`src/rtl/branch_predict_ctrl.sv`:
```
// Branch predictor (2-bit counters + tagged BTB) with mispredict recovery sequencing.
// Tables update on resolve; recovery runs a one-cycle flush, then a redirect held until fetch acks.
module branch_predict_ctrl #(
  parameter int IDX_W = 4,
  parameter int CNT_W = 16
) (
  input  logic             clk,
  input  logic             rst,
  input  logic [31:0]      if_pc,
  output logic             pred_taken,
  output logic [31:0]      pred_target,
  input  logic             ex_valid,
  input  logic             ex_is_branch,
  input  logic [31:0]      ex_pc,
  input  logic [31:0]      ex_target,
  input  logic             ex_taken,
  input  logic             ex_pred_taken,
  input  logic [31:0]      ex_pred_target,
  output logic             ex_stall,
  output logic             flush,
  output logic             redirect_valid,
  output logic [31:0]      redirect_pc,
  input  logic             redirect_ack,
  output logic [CNT_W-1:0] branch_count,
  output logic [CNT_W-1:0] mispredict_count
);

  localparam int DEPTH = 1 << IDX_W;
  localparam int TAG_W = 32 - IDX_W - 2;

  typedef enum logic [1:0] {IDLE, FLUSH, REDIRECT} state_t;

  state_t                  state_q, state_d;
  logic                    flush_q, flush_d;
  logic                    redirect_valid_q, redirect_valid_d;
  logic                    ex_stall_q, ex_stall_d;
  logic [31:0]             redirect_pc_q, redirect_pc_d;
  logic [CNT_W-1:0]        branch_count_q, branch_count_d;
  logic [CNT_W-1:0]        mispredict_count_q, mispredict_count_d;

  logic [DEPTH-1:0][1:0]   cnt_q, cnt_d;
  logic [DEPTH-1:0]        btb_valid_q, btb_valid_d;
  logic [TAG_W-1:0]        btb_tag_q [DEPTH];
  logic [TAG_W-1:0]        btb_tag_d [DEPTH];
  logic [31:0]             btb_target_q [DEPTH];
  logic [31:0]             btb_target_d [DEPTH];

  logic [IDX_W-1:0]        if_idx, ex_idx;
  logic [TAG_W-1:0]        if_tag, ex_tag;
  logic                    resolve, mispredict;
  logic                    unused_pc_bits;

  assign if_idx = if_pc[IDX_W+1:2];
  assign if_tag = if_pc[31:IDX_W+2];
  assign ex_idx = ex_pc[IDX_W+1:2];
  assign ex_tag = ex_pc[31:IDX_W+2];
  assign unused_pc_bits = ^if_pc[1:0];

  always_comb begin
    pred_taken  = cnt_q[if_idx][1] & btb_valid_q[if_idx] & (btb_tag_q[if_idx] == if_tag);
    pred_target = pred_taken ? btb_target_q[if_idx] : 32'd0;
  end

  // Resolves are only accepted in IDLE, which is exactly when the stall is low.
  assign resolve    = ex_valid & ex_is_branch & (state_q == IDLE);
  assign mispredict = (ex_taken != ex_pred_taken) |
                      (ex_taken & ex_pred_taken & (ex_target != ex_pred_target));

  always_comb begin
    cnt_d              = cnt_q;
    btb_valid_d        = btb_valid_q;
    btb_tag_d          = btb_tag_q;
    btb_target_d       = btb_target_q;
    branch_count_d     = branch_count_q;
    mispredict_count_d = mispredict_count_q;
    if (resolve) begin
      if (ex_taken) begin
        if (cnt_q[ex_idx] != 2'b11) cnt_d[ex_idx] = cnt_q[ex_idx] + 2'b01;
        btb_valid_d[ex_idx]  = 1'b1;
        btb_tag_d[ex_idx]    = ex_tag;
        btb_target_d[ex_idx] = ex_target;
      end else if (cnt_q[ex_idx] != 2'b00) begin
        cnt_d[ex_idx] = cnt_q[ex_idx] - 2'b01;
      end
      if (branch_count_q != '1) branch_count_d = branch_count_q + 1'b1;
      if (mispredict && (mispredict_count_q != '1))
        mispredict_count_d = mispredict_count_q + 1'b1;
    end
  end

  always_comb begin
    state_d          = state_q;
    flush_d          = 1'b0;
    redirect_valid_d = redirect_valid_q;
    ex_stall_d       = ex_stall_q;
    redirect_pc_d    = redirect_pc_q;
    case (state_q)
      IDLE: begin
        if (resolve && mispredict) begin
          state_d          = FLUSH;
          flush_d          = 1'b1;
          redirect_valid_d = 1'b1;
          ex_stall_d       = 1'b1;
          redirect_pc_d    = ex_taken ? ex_target : ex_pc + 32'd4;
        end
      end
      FLUSH: begin
        state_d          = REDIRECT;
        redirect_valid_d = 1'b1;
        ex_stall_d       = 1'b1;
      end
      REDIRECT: begin
        if (redirect_ack) begin
          state_d          = IDLE;
          redirect_valid_d = 1'b0;
          ex_stall_d       = 1'b0;
        end
      end
      default: begin
        state_d          = IDLE;
        redirect_valid_d = 1'b0;
        ex_stall_d       = 1'b0;
      end
    endcase
  end

  always_ff @(posedge clk) begin
    if (rst) begin
      state_q            <= IDLE;
      flush_q            <= 1'b0;
      redirect_valid_q   <= 1'b0;
      ex_stall_q         <= 1'b0;
      redirect_pc_q      <= 32'd0;
      branch_count_q     <= '0;
      mispredict_count_q <= '0;
      cnt_q              <= {DEPTH{2'b01}};
      btb_valid_q        <= '0;
      btb_tag_q          <= '{default: '0};
      btb_target_q       <= '{default: '0};
    end else begin
      state_q            <= state_d;
      flush_q            <= flush_d;
      redirect_valid_q   <= redirect_valid_d;
      ex_stall_q         <= ex_stall_d;
      redirect_pc_q      <= redirect_pc_d;
      branch_count_q     <= branch_count_d;
      mispredict_count_q <= mispredict_count_d;
      cnt_q              <= cnt_d;
      btb_valid_q        <= btb_valid_d;
      btb_tag_q          <= btb_tag_d;
      btb_target_q       <= btb_target_d;
    end
  end

  assign flush            = flush_q;
  assign redirect_valid   = redirect_valid_q;
  assign ex_stall         = ex_stall_q;
  assign redirect_pc      = redirect_pc_q;
  assign branch_count     = branch_count_q;
  assign mispredict_count = mispredict_count_q;

endmodule

```
`config.mk`:
```
export PLATFORM = sky130hd
export DESIGN_NAME = branch_predict_ctrl
export DESIGN_NICKNAME = d
export VERILOG_FILES = /design/src/rtl/branch_predict_ctrl.sv
export SDC_FILE = /design/constraint.sdc
export NUM_CORES = 2
export LEC_CHECK = 0
export BUFFER_PORTS_ARGS = -buffer_cell sky130_fd_sc_hd__buf_4
export CAP_MARGIN = 15
export CORE_MARGIN = 3
export CORE_UTILIZATION = 45
export CTS_CLUSTER_SIZE = 30
export DETAILED_ROUTE_END_ITERATION = 10
export MAX_ROUTING_LAYER = met4
export PLACE_DENSITY = 0.61
export SLEW_MARGIN = 20
export SYNTH_ARGS = -nofsm -noshare
export SYNTH_HDL_FRONTEND = slang
export SYNTH_SLANG_ARGS = --single-unit
```
`constraint.sdc`:
```
create_clock -name clk -period 6.05 [get_ports clk]
set_clock_uncertainty 0.05 [all_clocks]
set_input_delay 0.605 -clock clk [delete_from_list [all_inputs] [get_ports clk]]
set_output_delay 0.605 -clock clk [all_outputs]
set_load 0.1 [all_outputs]
```
==> impl_metrics.py <==
metrics = {
    "cts": {
        "h_tree_lvl_count": 3,
        "clkLatencyLatePin_ps": 710,
        "cts.repair.resized": 0,
        "ctsLongestPathBuffers": 3,
        "post_cts.repair.setup_buffers": 0,
        "cts_tree": "yes",
        "clkSinkCount": 1044,
        "cts_clock_pin_slew_for_the_worst_setup_and_hold_paths_ps": 70,
        "cts-hold-fix-buffers": 0,
        "cts_buffers": 108,
        "clk_root_buffer_cell": "sky130_fd_sc_hd__clkbuf_16",
    },
    "detailed_routing": {
        "drt_drc_violations_left": 0,
        "ant_nets": 0,
        "post_drt_via_cell_ratio": 5.86,
        "drt_wl_total_mm": 164,
        "drt-wirelength-per-cell_um": 24.4,
        "detailroute.via_count": 39500,
        "initialDrtViolationCount": 4569,
        "dr.pass1.iters": 8,
    },
    "synthesis": {
        "largest_family_of_logic_cells_by_synthesized_area": "simple AND/OR/NAND/NOR gates",
        "ys_types": 54,
        "synth_compound_area_share_pct": 12.1,
        "synth_top_area_share_pct": 45.5,
        "synth-main-ff-cell": "sky130_fd_sc_hd__dfxtp_1",
        "postSynth.asyncResetShare_pct": 0,
        "yosys_warnings": 0,
        "synth_top_area_cell": "sky130_fd_sc_hd__dfxtp_1",
        "mappedNetlistArea_sq_mm": 0.0459,
        "post_syn_instances": 5422,
        "count_of_flip_flops_with_a_built_in_enable_after_synthesis": 0,
        "seq_area_frac_synth_pct": 45.5,
        "synth_simple_gate_area_share_pct": 20.0,
        "synth_area_leaders": "sky130_fd_sc_hd__dfxtp_1, sky130_fd_sc_hd__nand2_1, sky130_fd_sc_hd__mux4_2",
        "synth-adder-area-share_pct": 0.245,
        "muxShareOfSynthArea_pct": 15.3,
        "syn_area_per_cell_sq_um": 8.46,
        "yosys_register_bits": 1044,
        "post_synth_xor_area_fraction_pct": 1.85,
        "synth.net_count": 5566,
    },
    "pwr": {
        "peakVddDrop_mv": 0.283,
        "cellLeakagePower_nw": 17.2,
        "pwr_density_cell_mw_per_mm2": 291,
        "report.power.total_mw": 15.1,
    },
    "min_path": {
        "hold_class": "primary input to flip-flop",
    },
    "setup_path": {
        "start_to_end_type_of_the_worst_setup_path": "primary input to primary output",
        "crit_path_start_kind": "primary input",
        "worst-endpoint-required_ps": 5390,
        "setup.reg_to_reg.worst_slack_ps": 1820,
        "worstSetupEndpointType": "primary output",
        "biggest_fanout_along_the_worst_timing_path": 78,
        "cp_data_arrival_time_ps": 4380,
    },
    "die": {
        "core_area_sq_mm": 0.101,
        "ioPinCount": 235,
        "die_height_um": 325,
        "floorplan.initialDensity_pct": 45.6,
        "die_w_um": 325,
        "die-area_sq_mm": 0.106,
        "num_rows": 116,
    },
    "timing": {
        "finalHoldViolCount": 0,
        "final.min_clock_period_ps": 5030,
        "setup-tns-final_ps": 0,
        "timing.final.setup_violations": 0,
        "slew-limit-headroom_pct": 20.4,
        "maxSlewViolCount": 0,
        "min_period_over_period_pct": 83.2,
        "max_freq_mhz": 199,
        "worst_pin_slew_ps": 1190,
        "rsz0062_at_grt": "false",
    },
    "grt": {
        "antenna_found_initial": 6,
        "pin_count_of_the_biggest_net_entering_global_routing": 206,
        "grtUsageTotal_pct": 31.1,
        "grt_pass1_wl_mm": 244,
        "grt_overflow": 0,
        "grt_pass1_vias": 36900,
    },
    "final_layout": {
        "final_layout_size_suffix_gt1_share_pct": 15.0,
        "p_r_area_growth_vs_syn_pct": 13.5,
        "final_cell_area_sq_mm": 0.0521,
        "layout.nets": 5441,
    },
    "place": {
        "dpl.hpwl_mm": 92.0,
        "placement.cell_area_sq_mm": 0.0482,
        "placement.io_buffers": 232,
        "globalplace.congestion": 0.895,
    },
    "outcome": {
        "status": "completed",
    },
    "run": {
        "drv_cap": 0,
    },
}
cells in the final DEF, fill, tap and decap left out, drive strengths merged, types with 4 or more instances in the layout:
master and count:
or3 6, nor4 21, a211oi 7, nor3 18, xor2 57, nand4 17, nand2 1946, buf 305
nand3 68, nor2 128, mux2 4, clkinvlp 4, mux2i 78, o211ai 17, clkbuf 149, clkinv 27
bufinv 15, and2 4, a21oi 967, mux4 275, a221oi 5, xnor2 40, or4 8, dfxtp 1044
and3 10, a211o 20, and4 35, a22oi 5, ha 9, nor2b 13, o21ai 28, nand2b 11
o31ai 7, inv 19
sequential cells by signal (all words and copies together) (netlist names), named ones only:
name	flops
state_q	2
flush	1
redirect_pc	32
ex_stall	1
btb_tag_q	416
mispredict_count	16
btb_valid_q	16
branch_count	16
cnt_q	16
btb_target_q	512
logic make-up after synthesis:
family / after synthesis
AND/OR/NAND/NOR: 2292
AO/OA/AOI/OAI: 1068
flip-flops: 1044
buffers and inverters: 555
multiplexers: 357
XOR/XNOR: 97
adder cells (fa/ha/maj): 9
Yosys cell counts (18+ instances only):
library cell,number
sky130_fd_sc_hd__xnor2_1,40
sky130_fd_sc_hd__nor4_1,19
sky130_fd_sc_hd__nor3_1,18
sky130_fd_sc_hd__buf_1,39
sky130_fd_sc_hd__a21oi_1,967
sky130_fd_sc_hd__dfxtp_1,1044
sky130_fd_sc_hd__nand3_1,68
sky130_fd_sc_hd__clkbuf_1,443
sky130_fd_sc_hd__a211o_1,20
sky130_fd_sc_hd__and4_1,35
sky130_fd_sc_hd__nand2_1,1946
sky130_fd_sc_hd__mux4_2,272
sky130_fd_sc_hd__mux2i_1,78
sky130_fd_sc_hd__nor2_1,128
sky130_fd_sc_hd__buf_2,36
sky130_fd_sc_hd__xor2_1,57
sky130_fd_sc_hd__o21ai_0,27
routing by layer:
metal	share of wire, %	vias up	global-route usage, %
li1	-	18100	-
met1	41	19300	41.4
met2	47	1826	49.2
met3	9.1	357	4.13
met4	3.7	0	10.2
met5	0	-	-
through the flow:
| stage | hold WS (ps) | setup WS, ps | instances | utilization (%) |
|---|---|---|---|---|
| after global placement | 388 | 1060 | 6544 | 47.9 |
| final | 165 | 1020 | 6745 | 51.8 |
| after floorplan | 380 | 1840 | 5422 | - |
| after global routing | 192 | 757 | 6745 | 51.8 |
| after detailed placement | 393 | 1010 | 6544 | 47.9 |
| after CTS | 139 | 1030 | 6743 | 51.8 |
final timing paths:
check,from,to,cells after the start
min reg2reg,btb_target_q[84],btb_target_q[84],2
min,redirect_ack,ex_stall,4
max,if_pc[4],pred_target[23],10
max reg2reg,state_q[0],btb_target_q[83],8
power breakdown:
| group | switching (mW) | total, mW | internal (mW) |
|---|---|---|---|
| combinational | 0.716 | 0.981 | 0.265 |
| clock | 2.93 | 7.22 | 4.29 |
| sequential | 0.0245 | 6.94 | 6.91 |
cell type report:
class / instances / area [sq um]
Antenna cell: 2 / 5.00
Multi-Input combinational cell: 3823 / 23100
Timing Repair Buffer: 305 / 2490
Tap cell: 1357 / 1700
Clock buffer: 149 / 3160
Inverter: 15 / 58.8
Clock inverter: 50 / 709
Sequential cell: 1044 / 20900
Fill cell: 9345 / 48500
critical path: stages:
cell	delay [ps]
sky130_fd_sc_hd__buf_8	590
sky130_fd_sc_hd__buf_4	620
sky130_fd_sc_hd__mux4_2	400
sky130_fd_sc_hd__mux2i_1	130
sky130_fd_sc_hd__mux2i_1	100
sky130_fd_sc_hd__xor2_1	200
sky130_fd_sc_hd__nor4_1	150
sky130_fd_sc_hd__and3_2	850
sky130_fd_sc_hd__and4_1	330
sky130_fd_sc_hd__buf_4	290
(Power assumes the default switching activity.)
